[src/rtl/pc_redirect_unit_if.sv]
// Bundle between the front-end PC owner and its neighbours.
//   jump_writer (from execute/commit): jw_do_jump, jw_jump_inst, jw_dest_addr, jw_inst_counter
//   ibus: ireq_valid/ireq_addr (request), iresp_valid/iresp_data (data_ok pulse + instruction)
//   decode: out_valid/out_ready handshake with out_pc, out_inst, out_counter
//   status: flush, misalign_err, jump_cnt, redirect_cnt
// modport master is the fetch unit side; modport slave is the environment side.
interface pc_redirect_unit_if #(
  parameter int unsigned CNT_W = 64
);
  logic             jw_do_jump;
  logic             jw_jump_inst;
  logic [63:0]      jw_dest_addr;
  logic [CNT_W-1:0] jw_inst_counter;
  logic             ireq_valid;
  logic [63:0]      ireq_addr;
  logic             iresp_valid;
  logic [31:0]      iresp_data;
  logic             out_valid;
  logic             out_ready;
  logic [63:0]      out_pc;
  logic [31:0]      out_inst;
  logic [CNT_W-1:0] out_counter;
  logic             flush;
  logic             misalign_err;
  logic [CNT_W-1:0] jump_cnt;
  logic [CNT_W-1:0] redirect_cnt;

  modport master (
    input  jw_do_jump, jw_jump_inst, jw_dest_addr, jw_inst_counter,
    input  iresp_valid, iresp_data, out_ready,
    output ireq_valid, ireq_addr, out_valid, out_pc, out_inst, out_counter,
    output flush, misalign_err, jump_cnt, redirect_cnt
  );

  modport slave (
    output jw_do_jump, jw_jump_inst, jw_dest_addr, jw_inst_counter,
    output iresp_valid, iresp_data, out_ready,
    input  ireq_valid, ireq_addr, out_valid, out_pc, out_inst, out_counter,
    input  flush, misalign_err, jump_cnt, redirect_cnt
  );
endinterface

[src/rtl/pc_redirect_unit.sv]
// pc_redirect_unit: front-end PC owner and single-outstanding instruction fetcher.
// Issues one ibus request at a time, hands each fetched instruction to decode with
// its PC and sequence number, and applies jump_writer redirects with a one-cycle
// flush, discarding any in-flight or held wrong-path instruction.
// Ports:
//   clk    clock
//   reset  asynchronous active-high reset
//   bus    pc_redirect_unit_if.master (jump_writer in, ibus req/resp, decode out, status)
module pc_redirect_unit #(
  parameter logic [63:0] RESET_PC = 64'h8000_0000,
  parameter int unsigned CNT_W    = 64
) (
  input logic                clk,
  input logic                reset,
  pc_redirect_unit_if.master bus
);

  typedef enum logic [1:0] {IDLE, FETCH, HOLD, DRAIN} state_t;

  state_t           state, state_nx;
  logic [63:0]      pc, pc_nx;
  logic [63:0]      pending_pc, pending_nx;
  logic [63:0]      target;
  logic [CNT_W-1:0] seq, seq_nx;
  logic             latch;
  logic [63:0]      out_pc_q;
  logic [31:0]      out_inst_q;
  logic [CNT_W-1:0] out_counter_q;
  logic             misalign_q;
  logic [CNT_W-1:0] jump_cnt_q;
  logic [CNT_W-1:0] redirect_cnt_q;

  assign target = {bus.jw_dest_addr[63:2], 2'b00};

  assign bus.ireq_valid   = (state == FETCH);
  assign bus.ireq_addr    = pc;
  assign bus.out_valid    = (state == HOLD);
  assign bus.out_pc       = out_pc_q;
  assign bus.out_inst     = out_inst_q;
  assign bus.out_counter  = out_counter_q;
  assign bus.flush        = bus.jw_do_jump;
  assign bus.misalign_err = misalign_q;
  assign bus.jump_cnt     = jump_cnt_q;
  assign bus.redirect_cnt = redirect_cnt_q;

  // A redirect overrides every other event in the cycle. While a request is
  // outstanding the target is parked in pending_pc so ireq_addr never changes
  // until the ibus has answered; the stale answer is then dropped in DRAIN.
  always_comb begin
    state_nx   = state;
    pc_nx      = pc;
    seq_nx     = seq;
    pending_nx = pending_pc;
    latch      = 1'b0;
    if (bus.jw_do_jump) begin
      seq_nx = bus.jw_inst_counter + 1'b1;
      unique case (state)
        IDLE: begin
          pc_nx    = target;
          state_nx = FETCH;
        end
        FETCH: begin
          if (bus.iresp_valid) begin
            pc_nx = target;
          end else begin
            pending_nx = target;
            state_nx   = DRAIN;
          end
        end
        HOLD: begin
          pc_nx    = target;
          state_nx = FETCH;
        end
        DRAIN: begin
          pending_nx = target;
          if (bus.iresp_valid) begin
            pc_nx    = target;
            state_nx = FETCH;
          end
        end
      endcase
    end else begin
      unique case (state)
        IDLE: state_nx = FETCH;
        FETCH: begin
          if (bus.iresp_valid) begin
            latch    = 1'b1;
            pc_nx    = pc + 64'd4;
            seq_nx   = seq + 1'b1;
            state_nx = HOLD;
          end
        end
        HOLD: begin
          if (bus.out_ready) state_nx = FETCH;
        end
        DRAIN: begin
          if (bus.iresp_valid) begin
            pc_nx    = pending_pc;
            state_nx = FETCH;
          end
        end
      endcase
    end
  end

  always_ff @(posedge clk or posedge reset) begin
    if (reset) begin
      state          <= IDLE;
      pc             <= RESET_PC;
      seq            <= '0;
      pending_pc     <= '0;
      out_pc_q       <= '0;
      out_inst_q     <= '0;
      out_counter_q  <= '0;
      misalign_q     <= 1'b0;
      jump_cnt_q     <= '0;
      redirect_cnt_q <= '0;
    end else begin
      state      <= state_nx;
      pc         <= pc_nx;
      seq        <= seq_nx;
      pending_pc <= pending_nx;
      if (latch) begin
        out_pc_q      <= pc;
        out_inst_q    <= bus.iresp_data;
        out_counter_q <= seq;
      end
      if (bus.jw_do_jump && (bus.jw_dest_addr[1:0] != 2'b00)) misalign_q <= 1'b1;
      if (bus.jw_jump_inst) jump_cnt_q <= jump_cnt_q + 1'b1;
      if (bus.jw_do_jump) redirect_cnt_q <= redirect_cnt_q + 1'b1;
    end
  end

endmodule
[src/flat_wrapper.sv]
// flat-port wrapper written by rule: the top's interface ports become plain ports
module pc_redirect_unit_flat 
#(
  parameter logic [63:0] RESET_PC = 64'h8000_0000,
  parameter int unsigned CNT_W    = 64
)
  (clk, reset, bus_jw_do_jump, bus_jw_jump_inst, bus_jw_dest_addr, bus_jw_inst_counter, bus_iresp_valid, bus_iresp_data, bus_out_ready, bus_ireq_valid, bus_ireq_addr, bus_out_valid, bus_out_pc, bus_out_inst, bus_out_counter, bus_flush, bus_misalign_err, bus_jump_cnt, bus_redirect_cnt);
  pc_redirect_unit_if #(.CNT_W(CNT_W)) bus_i ();
  input logic clk;
  input logic reset;
  input wire logic [$bits(bus_i.jw_do_jump)-1:0] bus_jw_do_jump;
  input wire logic [$bits(bus_i.jw_jump_inst)-1:0] bus_jw_jump_inst;
  input wire logic [$bits(bus_i.jw_dest_addr)-1:0] bus_jw_dest_addr;
  input wire logic [$bits(bus_i.jw_inst_counter)-1:0] bus_jw_inst_counter;
  input wire logic [$bits(bus_i.iresp_valid)-1:0] bus_iresp_valid;
  input wire logic [$bits(bus_i.iresp_data)-1:0] bus_iresp_data;
  input wire logic [$bits(bus_i.out_ready)-1:0] bus_out_ready;
  output wire logic [$bits(bus_i.ireq_valid)-1:0] bus_ireq_valid;
  output wire logic [$bits(bus_i.ireq_addr)-1:0] bus_ireq_addr;
  output wire logic [$bits(bus_i.out_valid)-1:0] bus_out_valid;
  output wire logic [$bits(bus_i.out_pc)-1:0] bus_out_pc;
  output wire logic [$bits(bus_i.out_inst)-1:0] bus_out_inst;
  output wire logic [$bits(bus_i.out_counter)-1:0] bus_out_counter;
  output wire logic [$bits(bus_i.flush)-1:0] bus_flush;
  output wire logic [$bits(bus_i.misalign_err)-1:0] bus_misalign_err;
  output wire logic [$bits(bus_i.jump_cnt)-1:0] bus_jump_cnt;
  output wire logic [$bits(bus_i.redirect_cnt)-1:0] bus_redirect_cnt;
  assign bus_i.jw_do_jump = bus_jw_do_jump;
  assign bus_i.jw_jump_inst = bus_jw_jump_inst;
  assign bus_i.jw_dest_addr = bus_jw_dest_addr;
  assign bus_i.jw_inst_counter = bus_jw_inst_counter;
  assign bus_i.iresp_valid = bus_iresp_valid;
  assign bus_i.iresp_data = bus_iresp_data;
  assign bus_i.out_ready = bus_out_ready;
  assign bus_ireq_valid = bus_i.ireq_valid;
  assign bus_ireq_addr = bus_i.ireq_addr;
  assign bus_out_valid = bus_i.out_valid;
  assign bus_out_pc = bus_i.out_pc;
  assign bus_out_inst = bus_i.out_inst;
  assign bus_out_counter = bus_i.out_counter;
  assign bus_flush = bus_i.flush;
  assign bus_misalign_err = bus_i.misalign_err;
  assign bus_jump_cnt = bus_i.jump_cnt;
  assign bus_redirect_cnt = bus_i.redirect_cnt;
  pc_redirect_unit #(.RESET_PC(RESET_PC), .CNT_W(CNT_W)) u_core (.clk(clk), .reset(reset), .bus(bus_i));
endmodule
[config.mk]
export PLATFORM = sky130hd
export DESIGN_NAME = pc_redirect_unit_flat
export DESIGN_NICKNAME = d
export VERILOG_FILES = /design/src/rtl/pc_redirect_unit_if.sv /design/src/rtl/pc_redirect_unit.sv /design/src/flat_wrapper.sv
export SDC_FILE = /design/constraint.sdc
export NUM_CORES = 1
export LEC_CHECK = 0
export CAP_MARGIN = 20
export CORE_MARGIN = 1
export CORE_UTILIZATION = 25
export DETAILED_ROUTE_END_ITERATION = 10
export DONT_BUFFER_PORTS = 1
export GPL_TIMING_DRIVEN = 0
export SETUP_SLACK_MARGIN = 0.3
export SYNTH_ARGS = -nofsm -noshare
export SYNTH_HDL_FRONTEND = slang
export SYNTH_SLANG_ARGS = --single-unit
[constraint.sdc]
create_clock -name clk -period 30 [get_ports clk]
set_input_delay 3 -clock clk [delete_from_list [all_inputs] [get_ports clk]]
set_output_delay 3 -clock clk [all_outputs]
set_load 0.02 [all_outputs]
==> metrics.md <==
| Metric | Value |
|---|---|
| TritonCTS buffer count | 56 |
| Die Y | roughly 310 um |
| Core box area | about 95000 sq um |
| MaxCap Viol Count | 0 |
| Core Util, Final | between 20% and 30% |
| Slew margin rel. | 23.2% |
| Avg Inst Size Synth | a little over 9 sq um |
| Sequential fraction of the synthesis area | 49.7% |
| Fin. max-slew vios | 0 |
| CP Class | in2reg |
| Top post-synthesis cells by area | dfrtp_1 50%, nand2_1 10%, xnor2_1 5.8% |
| Setup TNS | 0 ns |
| Sequential Power Share | around 52% |
| Switching share of power | 37.1% |
| Pre-CTS setup slack | around 21 ns |
| NumNets Final | roughly 2900 |
| Yosys cell types | 79 |
| Synth area leader | dfrtp_1 |
| Critical Path Start Type | primary input |
| Minimum clock period | about 8.1 ns |
| Most used cell, CP | buf_2 |
| Crit path cell chain | buf_6 -> buf_2 -> buf_2 -> buf_2 -> buf_2 -> buf_2 -> buf_2 -> buf_1 -> mux2_2 -> ha_1 -> nand4_1 -> nand2_1 -> nand4_2 -> nor4_1 -> nand3_1 -> xor2_1 -> mux2i_1 |
| Clk sink count | between 400 and 500 |
| Gate Count Post-Synth | around 2600 |
| Main synth FF type | dfrtp_1 |
| PostCTS Resize Cnt | 0 |
| Worst hold slack | between 0.4 and 0.5 ns |
| Die ar. | 97400 sq um |
| CP arrival | 8.63 ns |
| Gr usage total | between 10% and 20% |
| Crit-path slowest cell | nor4_1 |
| RSZ-0062 raised after global routing | no |
| Critical-path maximum fanout | 10 |
| Least-Margin Pin Slew | between 1 and 1.5 ns |
| Total number of vias | between 20000 and 25000 |
| IO Pins | approximately 520 |
| TritonCTS clock tree | yes |
| Combinational group share of total power | 13.4% |
| Routability cong. | 0.894 |
| Initial antenna violation count | 13 |
| Post-Route WL | between 90 and 100 mm |
| Layout cell share with drive strength beyond 1 | 8.04% |
| CTS Buffer Depth | 3 |
| Synthesis warning total | 0 |
| Gr ovfl total | 0 |
| Status | finished clean |
| Antenna viol nets, final | 0 |
| Die extent in x | approximately 310 um |
| Area Growth Syn to Fin | 15.3% |
| Leakage power | around 0.012 uW |
| Number of port buffers | 0 |
| Hold_buf cts | 0 |
| Worst-path clk slew | 0.06 ns |
| Pin count of the biggest net entering global routing | about 120 |
| Most frequent cells in the layout | 666 x nand2_1, 476 x dfrtp_1, 159 x nand3_1, 158 x xnor2_1, 139 x nor2_1 |
| DR iter-0 viols | 1896 |
| Setup ws final | between 20 and 25 ns |
| Number of global-route vias before repair | approximately 20000 |
| Crit path capture type | flip-flop |
| Root buffer cell | clkbuf_16 |
| Most common cell after layout, fill and taps aside | nand2_1 |
| Tightest Hold Check Type | reg2reg |
| Core Rows | 113 |
| Synthesized area | about 24000 sq um |
| First-pass GRT wire length | 138 mm |
| Post-CTS Setup Inserts | 0 |
| Starting Density | between 20% and 30% |
| Share of the synthesized area in the top cell type | around 50% |
| Vias per cell | slightly above 5 |
| DP Wirelength | roughly 71 mm |
| Final setup viols | 0 |
| Worst skew pair latency | ~0.7 ns |
| EDFF count, synth | 0 |
| Clk pwr share | a little over a third |
| VDD IR max | ~0.048 mV |
| P_int | about 1300 uW |
| CP peak stage delay | between 0.8 and 0.9 ns |
| Max Freq | 0.123 GHz |
| Final period util | between 20% and 30% |
| First-pass DRT Iterations | 6 |
| Ys async rst share | between 90% and 100% |
| DRC | 0 |
| Depth of the CTS H-tree | 2 |
| DR WL/cell | between 20 and 25 um |
| Final Hold Viols | 0 |
| Cell Pwr Density | approximately 73 nW/um^2 |
| Fin Clk Skew | between 0.07 and 0.08 ns |
| #FFs+latches synth | 477 |
| Sw Pwr | approximately 750 uW |
| Crit path required time | 30.53 ns |
sequential cells by signal, summed over array words and instances (netlist names):
signal / cells
u_core.pending_pc: 62
u_core.bus.out_pc: 62
u_core.bus.ireq_addr: 62
u_core.bus.misalign_err: 1
u_core.seq: 64
u_core.bus.out_inst: 32
u_core.bus.redirect_cnt: 64
u_core.bus.jump_cnt: 64
u_core.bus.out_counter: 64
u_core.state: 2
metrics by stage:
stage	total power (uW)	area (sq um)	cells
final	2020	27700	4001
after global routing	2100	27700	3992
after CTS	2030	27700	3989
after detailed placement	1320	25800	3887
after global placement	1310	25600	3879
after floorplan	1170	24000	2614
critical path, delay by kind of cell:
family	cells	cell delay, ns
buf+inv	8	3.02
simple gates	5	1.81
mux	2	0.36
fa+ha+maj	1	0.22
xor+xnor	1	0.20
synth_stat cells, types with 30 or more instances:
cell / number
a21oi_1: 104
and3_1: 54
clkbuf_1: 93
dfrtp_1: 476
mux2_2: 69
mux2i_1: 41
nand2_1: 666
nand3_1: 159
nand3b_1: 32
nand4_1: 74
nor2_1: 139
nor3_1: 30
o21ai_0: 119
xnor2_1: 158
xor2_1: 103
kinds of logic (layout without fill, tap and decap cells):
| kind of cell | count (synthesis) | after routing | share of synthesized area (%) |
|---|---|---|---|
| buffers and inverters | 163 | 274 | 2.85 |
| adders and majority gates | 4 | 4 | 0.208 |
| and+or+nand+nor | 1262 | 1262 | 24.3 |
| DFF | 477 | 477 | 49.7 |
| AOI/OAI and AO/OA | 333 | 333 | 8.45 |
| other | 1 | 15 | 0.0156 |
| muxes | 110 | 110 | 4.94 |
| xor gates and xnor gates | 261 | 261 | 9.51 |
path summary, 6_finish.rpt:
| check | from | end | slack [ns] | cells after the start |
|---|---|---|---|---|
| max in group asynchronous | reset | u_core.pending_pc[11] | 26.27 | 3 |
| min in group asynchronous | reset | u_core.bus.out_inst[11] | 2.23 | 1 |
| min reg2reg | u_core.pending_pc[35] | u_core.pending_pc[35] | 0.50 | 1 |
| min | u_core.pending_pc[35] | u_core.pending_pc[35] | 0.50 | 1 |
| max | bus_jw_do_jump | u_core.seq[56] | 21.89 | 17 |
| max reg2reg | u_core.state[0] | u_core.bus.out_pc[6] | 26.39 | 8 |
layer usage:
metal  vias to the layer above  part of all wire (%)  global-route usage (%)
met4                        24                   3.4                    6.76
met3                       195                    11                    7.73
li1                       9084                     -                       -
met5                         -                  0.18                       0
met1                      9991                    41                    23.6
met2                       885                    45                    29.4
layout make-up:
class                           count  area [sq um]
Antenna cell                       11          27.5
Buffer                            137           589
Clock buffer                       77          1590
Clock inverter                     25           284
Fill cell                        9984         67400
Inverter                           26           105
Multi-Input combinational cell   1974         11400
Sequential cell                   477         11900
Tap cell                         1265          1580
Timing Repair Buffer                9           175
power groups by stage:
stage	clock network (uW)	registers [uW]	logic [uW]
6_report	703	1040	271
5_1_grt	742	1060	306
4_1_cts	720	1040	272
3_5_place_dp	0	1050	270
3_3_place_gp	0	1050	261
2_1_floorplan	0	973	199
(Power assumes the default switching activity.)
